`src/rtl/tick_seq_if.sv`:
```
// Control, configuration and status bundle for the tick_seq pulse sequencer.
// The master drives control/config and reads status; the slave is the sequencer.
interface tick_seq_if #(
  parameter int DWC = 8,
  parameter int DWN = 16
);
  logic           ctl_str;
  logic           ctl_stp;
  logic [DWC-1:0] cfg_div;
  logic [DWN-1:0] cfg_dly;
  logic [DWN-1:0] cfg_per;
  logic [DWN-1:0] cfg_num;
  logic           trg;
  logic           sts_bsy;
  logic           sts_don;
  logic [DWN-1:0] sts_cnt;

  modport master (
    output ctl_str, ctl_stp, cfg_div, cfg_dly, cfg_per, cfg_num,
    input  trg, sts_bsy, sts_don, sts_cnt
  );

  modport slave (
    input  ctl_str, ctl_stp, cfg_div, cfg_dly, cfg_per, cfg_num,
    output trg, sts_bsy, sts_don, sts_cnt
  );
endinterface

```
`src/rtl/tick_seq.sv`:
```
// Prescaled pulse sequencer: after a start it waits a delay, then emits a
// fixed number of one-cycle pulses (or runs continuously) at a set period.
module tick_seq #(
  parameter int DWC = 8,
  parameter int DWN = 16
) (
  input  logic     clk,
  input  logic     rst,
  tick_seq_if.slave bus
);

  typedef enum logic [1:0] {
    IDLE = 2'd0,
    DLY  = 2'd1,
    RUN  = 2'd2
  } state_t;

  state_t         state_q, state_d;
  logic [DWC-1:0] pc_q, pc_d;
  logic [DWN-1:0] dcnt_q, dcnt_d;
  logic [DWN-1:0] pcnt_q, pcnt_d;
  logic [DWN-1:0] cnt_q, cnt_d;
  logic [DWN-1:0] cnt_inc;
  logic [DWC-1:0] div_q;
  logic [DWN-1:0] per_q;
  logic [DWN-1:0] num_q;
  logic           trg_q, trg_d;
  logic           don_q, don_d;
  logic           bsy_q;
  logic           load;
  logic           tick;

  assign tick    = (pc_q == div_q);
  assign cnt_inc = cnt_q + DWN'(1);

  // NOTE: every signal written here gets a default first, so no latch is inferred.
  always_comb begin
    state_d = state_q;
    pc_d    = pc_q;
    dcnt_d  = dcnt_q;
    pcnt_d  = pcnt_q;
    cnt_d   = cnt_q;
    trg_d   = 1'b0;
    don_d   = 1'b0;
    load    = 1'b0;

    unique case (state_q)
      IDLE: begin
        if (bus.ctl_str && !bus.ctl_stp) begin
          state_d = DLY;
          load    = 1'b1;
          pc_d    = '0;
          cnt_d   = '0;
          dcnt_d  = bus.cfg_dly;
        end
      end

      DLY: begin
        if (bus.ctl_stp) begin
          state_d = IDLE;
        end else begin
          pc_d = tick ? '0 : pc_q + DWC'(1);
          if (tick) begin
            if (dcnt_q == '0) begin
              state_d = RUN;
              pcnt_d  = '0;
            end else begin
              dcnt_d = dcnt_q - DWN'(1);
            end
          end
        end
      end

      RUN: begin
        // A stop wins over any pulse or completion falling on the same edge.
        if (bus.ctl_stp) begin
          state_d = IDLE;
        end else begin
          pc_d = tick ? '0 : pc_q + DWC'(1);
          if (tick) begin
            if (pcnt_q == '0) begin
              trg_d  = 1'b1;
              cnt_d  = cnt_inc;
              pcnt_d = per_q;
              if ((num_q != '0) && (cnt_inc == num_q)) begin
                state_d = IDLE;
                don_d   = 1'b1;
              end
            end else begin
              pcnt_d = pcnt_q - DWN'(1);
            end
          end
        end
      end

      default: state_d = IDLE;
    endcase
  end

  // NOTE: state registers use non-blocking assignments so every flop samples pre-edge values.
  always_ff @(posedge clk or posedge rst) begin
    if (rst) begin
      state_q <= IDLE;
      pc_q    <= '0;
      dcnt_q  <= '0;
      pcnt_q  <= '0;
      cnt_q   <= '0;
      trg_q   <= 1'b0;
      don_q   <= 1'b0;
      bsy_q   <= 1'b0;
    end else begin
      state_q <= state_d;
      pc_q    <= pc_d;
      dcnt_q  <= dcnt_d;
      pcnt_q  <= pcnt_d;
      cnt_q   <= cnt_d;
      trg_q   <= trg_d;
      don_q   <= don_d;
      bsy_q   <= (state_d != IDLE);
    end
  end

  // Configuration is captured once at start and frozen for the whole sequence.
  always_ff @(posedge clk or posedge rst) begin
    if (rst) begin
      div_q <= '0;
      per_q <= '0;
      num_q <= '0;
    end else if (load) begin
      div_q <= bus.cfg_div;
      per_q <= bus.cfg_per;
      num_q <= bus.cfg_num;
    end
  end

  assign bus.trg     = trg_q;
  assign bus.sts_don = don_q;
  assign bus.sts_bsy = bsy_q;
  assign bus.sts_cnt = cnt_q;

endmodule

```
`src/flat_wrapper.sv`:
```
// flat-port wrapper written by rule: the top's interface ports become plain ports
module tick_seq_flat 
#(
  parameter int DWC = 8,
  parameter int DWN = 16
)
  (clk, rst, bus_ctl_str, bus_ctl_stp, bus_cfg_div, bus_cfg_dly, bus_cfg_per, bus_cfg_num, bus_trg, bus_sts_bsy, bus_sts_don, bus_sts_cnt);
  tick_seq_if #(.DWC(DWC), .DWN(DWN)) bus_i ();
  input  logic clk;
  input  logic rst;
  input wire logic [$bits(bus_i.ctl_str)-1:0] bus_ctl_str;
  input wire logic [$bits(bus_i.ctl_stp)-1:0] bus_ctl_stp;
  input wire logic [$bits(bus_i.cfg_div)-1:0] bus_cfg_div;
  input wire logic [$bits(bus_i.cfg_dly)-1:0] bus_cfg_dly;
  input wire logic [$bits(bus_i.cfg_per)-1:0] bus_cfg_per;
  input wire logic [$bits(bus_i.cfg_num)-1:0] bus_cfg_num;
  output wire logic [$bits(bus_i.trg)-1:0] bus_trg;
  output wire logic [$bits(bus_i.sts_bsy)-1:0] bus_sts_bsy;
  output wire logic [$bits(bus_i.sts_don)-1:0] bus_sts_don;
  output wire logic [$bits(bus_i.sts_cnt)-1:0] bus_sts_cnt;
  assign bus_i.ctl_str = bus_ctl_str;
  assign bus_i.ctl_stp = bus_ctl_stp;
  assign bus_i.cfg_div = bus_cfg_div;
  assign bus_i.cfg_dly = bus_cfg_dly;
  assign bus_i.cfg_per = bus_cfg_per;
  assign bus_i.cfg_num = bus_cfg_num;
  assign bus_trg = bus_i.trg;
  assign bus_sts_bsy = bus_i.sts_bsy;
  assign bus_sts_don = bus_i.sts_don;
  assign bus_sts_cnt = bus_i.sts_cnt;
  tick_seq #(.DWC(DWC), .DWN(DWN)) u_core (.clk(clk), .rst(rst), .bus(bus_i));
endmodule
```
`config.mk`:
```
export PLATFORM = sky130hd
export DESIGN_NAME = tick_seq_flat
export DESIGN_NICKNAME = d
export VERILOG_FILES = /design/src/rtl/tick_seq_if.sv /design/src/rtl/tick_seq.sv /design/src/flat_wrapper.sv
export SDC_FILE = /design/constraint.sdc
export NUM_CORES = 1
export LEC_CHECK = 0
export CAP_MARGIN = 40
export CORE_ASPECT_RATIO = 1.5
export CORE_UTILIZATION = 25
export DETAILED_ROUTE_END_ITERATION = 6
export GPL_TIMING_DRIVEN = 0
export PLACE_DENSITY = 0.54
export SYNTH_ARGS = -nofsm -noshare
export SYNTH_HDL_FRONTEND = slang
export SYNTH_SLANG_ARGS = --single-unit
export TNS_END_PERCENT = 50
```
`constraint.sdc`:
```
create_clock -name clk -period 3.55 [get_ports clk]
set_clock_uncertainty 0.2 [all_clocks]
set_input_delay 0.8875 -clock clk [delete_from_list [all_inputs] [get_ports clk]]
set_output_delay 0.8875 -clock clk [all_outputs]
set_load 0.02 [all_outputs]
```
==> flow_metrics.py <==
metrics = {
    "final_layout": {
        "finish.instance_area_um2": 7192,
        "layout-drive-gt1-share": 0.1210,
        "fillers": 2283,
        "areaGrowthSynthToFinish_pct": 25.97,
        "nets": 757,
    },
    "detailed_routing": {
        "firstDrtPassIters": 7,
        "drt-initial-drc-count": 240,
        "routed_wl_um": 15780,
        "ant_nets": 0,
        "routedWlPerCell_um": 16.25,
        "via_per_inst": 4.991,
        "num_vias": 4846,
        "drc": 5,
    },
    "worst_setup_path": {
        "path_class": "flip-flop to flip-flop",
        "ff2ff_path_depth": 9,
        "startpoint_type": "flip-flop",
        "r2r-start": "u_core.pcnt_q[0]$_DFFE_PP0P_",
        "cp.required_ns": 3.55,
        "critPathMaxFanout": 10,
        "end_kind": "flip-flop",
        "arrival_ns": 3.14,
        "regToRegEndpoint": "u_core.bus.sts_cnt[11]$_DFFE_PP0P_",
        "rrSetupSlack_ns": 0.41,
    },
    "worst_hold_path": {
        "holdPathEnd": "u_core.pcnt_q[14]$_DFFE_PP0P_",
        "hold_class": "flip-flop to flip-flop",
        "min_from": "u_core.pcnt_q[14]$_DFFE_PP0P_",
        "holdPathStages": 1,
    },
    "clock_network": {
        "cts_resized": 0,
        "clockBufferDepth": 2,
        "cts_hold_buf": 0,
        "clkLatencyLatePin_ns": 0.35,
        "post_cts_buffers": 0,
        "cts_tree": "done",
        "cts.reportedPaths.clkPinSlew_ns": 0.07,
        "clkSinkCount": 101,
        "cts.htree.levels": 3,
        "cts_root_buffer": "clkbuf_16",
        "cts_buffers": 9,
    },
    "power_and_ir_drop": {
        "power_density_nw_per_um2": 566.6,
        "ir_drop_uv": 258.3,
        "total_power_uw": 4075,
        "leakage_uw": 0.002767,
    },
    "synth": {
        "yosysTopAreaCellShare": 0.4427,
        "yosysTopAreaCell": "dfrtp_1",
        "synth_warnings": 0,
        "syn_area_um2": 5709,
        "ys.flop_type": "dfrtp_1",
        "synth.distinct_cells": 62,
        "synth.most_common_cell": "dfrtp_1",
        "ys_ff_latch": 101,
        "synth_nets": 666,
        "synth_commonest_cells": "dfrtp_1, o21ai_0, nand2_1",
        "ys_seq_area_frac": 0.4427,
        "synth_edf_count": 0,
        "async_flop_share": 1.000,
        "synth_cells": 598,
        "synth_area_leaders": "dfrtp_1, mux2_2, o21ai_0, xnor2_1, a21oi_1",
        "avgSynthCellArea_um2": 9.547,
    },
    "die": {
        "die-area_um2": 23460,
        "ios": 79,
        "fp.coreArea_um2": 22380,
        "rows": 67,
        "die_w_um": 125.4,
        "initial_utilization": 0.2551,
        "die_h_um": 187.1,
    },
    "grt": {
        "grt_overflow": 0,
        "grt_max_degree": 37,
        "antenna_found_initial": 1,
        "grt_use_total": 0.1391,
        "grt_pass1_wl_um": 25620,
        "grt_pass1_vias": 4790,
    },
    "timing": {
        "hold_violations": 0,
        "setup_viol": 0,
        "report.final.slew_viol_count": 0,
        "worst_pin_slew_ns": 0.8127,
        "setup_ws_ns": 0.4096,
        "setup_tns_ns": 0,
        "timing.final.crit_share": 0.8846,
        "period_needed_ns": 3.140,
        "rsz0062_at_grt": "false",
        "relSlewSlack": 0.4582,
        "max_freq_mhz": 318.4,
    },
    "place": {
        "dpl.hpwl_um": 11840,
        "place_area_um2": 6897,
        "gp_congestion": 0.8012,
        "port_buffers": 77,
        "place_ws_ns": 0.05145,
    },
    "outcome": {
        "violations": "DRC",
        "status": "finished, violations left",
    },
    "flow_run": {
        "maxCapViolations": 0,
    },
}
## placed cells by master, fill, tap and decap left out, types with 3 or more instances in the layout
| cell type | count |
|---|---|
| a21oi_1 | 38 |
| a22o_1 | 3 |
| a2bb2oi_1 | 7 |
| a31oi_1 | 6 |
| and2_1 | 3 |
| and3_1 | 6 |
| buf_2 | 11 |
| clkbuf_1 | 21 |
| clkbuf_16 | 9 |
| clkdlybuf4s50_1 | 77 |
| clkinvlp_4 | 3 |
| dfrtp_1 | 101 |
| ha_1 | 8 |
| inv_1 | 19 |
| mux2_2 | 41 |
| mux2i_1 | 5 |
| nand2_1 | 42 |
| nand2b_1 | 7 |
| nand3_1 | 18 |
| nand4_1 | 9 |
| nor2_1 | 37 |
| nor2b_1 | 4 |
| nor3_1 | 21 |
| nor4_1 | 12 |
| o21ai_0 | 64 |
| o22a_1 | 4 |
| o22ai_1 | 9 |
| o2bb2ai_1 | 7 |
| o31ai_1 | 8 |
| o41ai_1 | 3 |
| or3_1 | 7 |
| or4_1 | 4 |
| xnor2_1 | 24 |
| xor2_1 | 8 |
## flip-flops by register name (all words and copies together), names as in the netlist
name                flops
u_core.pc_q             8
u_core.bus.sts_don      1
u_core.per_q           16
u_core.bus.sts_bsy      1
u_core.bus.trg          1
u_core.dcnt_q          16
u_core.bus.sts_cnt     16
u_core.div_q            8
u_core.state_q          2
u_core.num_q           16
u_core.pcnt_q          16
## metrics by stage
step	cells	hold WS [ns]	utilization
global route	971	0.3211	0.3213
detailed placement	954	0.2853	0.3081
global placement	951	0.2825	0.3051
CTS	970	0.3018	0.3212
floorplan	598	0.2507	-
finish	971	0.2995	0.3213
## worst max-delay path, stage by stage, from the launching register on
cell      delay, ns
dfrtp_1        0.42
inv_1          0.11
ha_1           0.18
nor3b_2        0.41
nand3_2        0.31
nor4b_4        0.39
o21ai_1        0.33
clkbuf_1       0.32
o21ai_0        0.21
o31ai_1        0.11
## cell type report
class,count,area (µm²),share of cell area
timing repair buffer,80,838.3,0.1166
antenna,1,2.502,0.0003479
inverter,20,78.83,0.01096
clock inverter,6,63.81,0.008873
tap,276,345.3,0.04802
clock buffer,10,229.0,0.03184
multi-input combinational,445,2972,0.4132
buffer,32,135.1,0.01879
sequential,101,2527,0.3514
## power by group
part | switching (µW) | internal (µW)
clock | 445 | 546
sequential | 306 | 1470
combinational | 667 | 642
## per-layer routing
layer  vias to the layer above  wire [µm]  GRT usage
li1                       2372          -          -
met1                      2345       6602     0.1643
met2                       113       8291     0.2499
met3                        16        586    0.02603
met4                         0        297    0.04784
met5                         -          0          0
## how the worst max path moves through the flow
stage,end,depth (start not counted),slack [ns],from
4_1_cts,u_core.bus.sts_cnt[11]$_DFFE_PP0P_,9,0.38,u_core.pcnt_q[0]$_DFFE_PP0P_
5_1_grt,u_core.bus.sts_cnt[11]$_DFFE_PP0P_,9,0.11,u_core.pcnt_q[0]$_DFFE_PP0P_
2_1_floorplan,u_core.state_q[1]$_DFF_PP0_,8,0.73,u_core.bus.sts_cnt[0]$_DFFE_PP0P_
3_5_place_dp,u_core.num_q[8]$_DFFE_PP0P_,5,0.05,bus_ctl_str
3_3_place_gp,u_core.per_q[9]$_DFFE_PP0P_,2,0.03,rst
6_report,u_core.bus.sts_cnt[11]$_DFFE_PP0P_,9,0.41,u_core.pcnt_q[0]$_DFFE_PP0P_
## cells by family after synthesis
kind of cell             synth area share
AO/OA/AOI/OAI                      0.1832
XOR/XNOR                          0.04909
adder cells (fa/ha/maj)           0.01753
buffers and inverters             0.03682
flip-flops                         0.4427
multiplexers                      0.08963
AND/OR/NAND/NOR                    0.1810
Note: power is estimated with default switching activity, not from simulation.
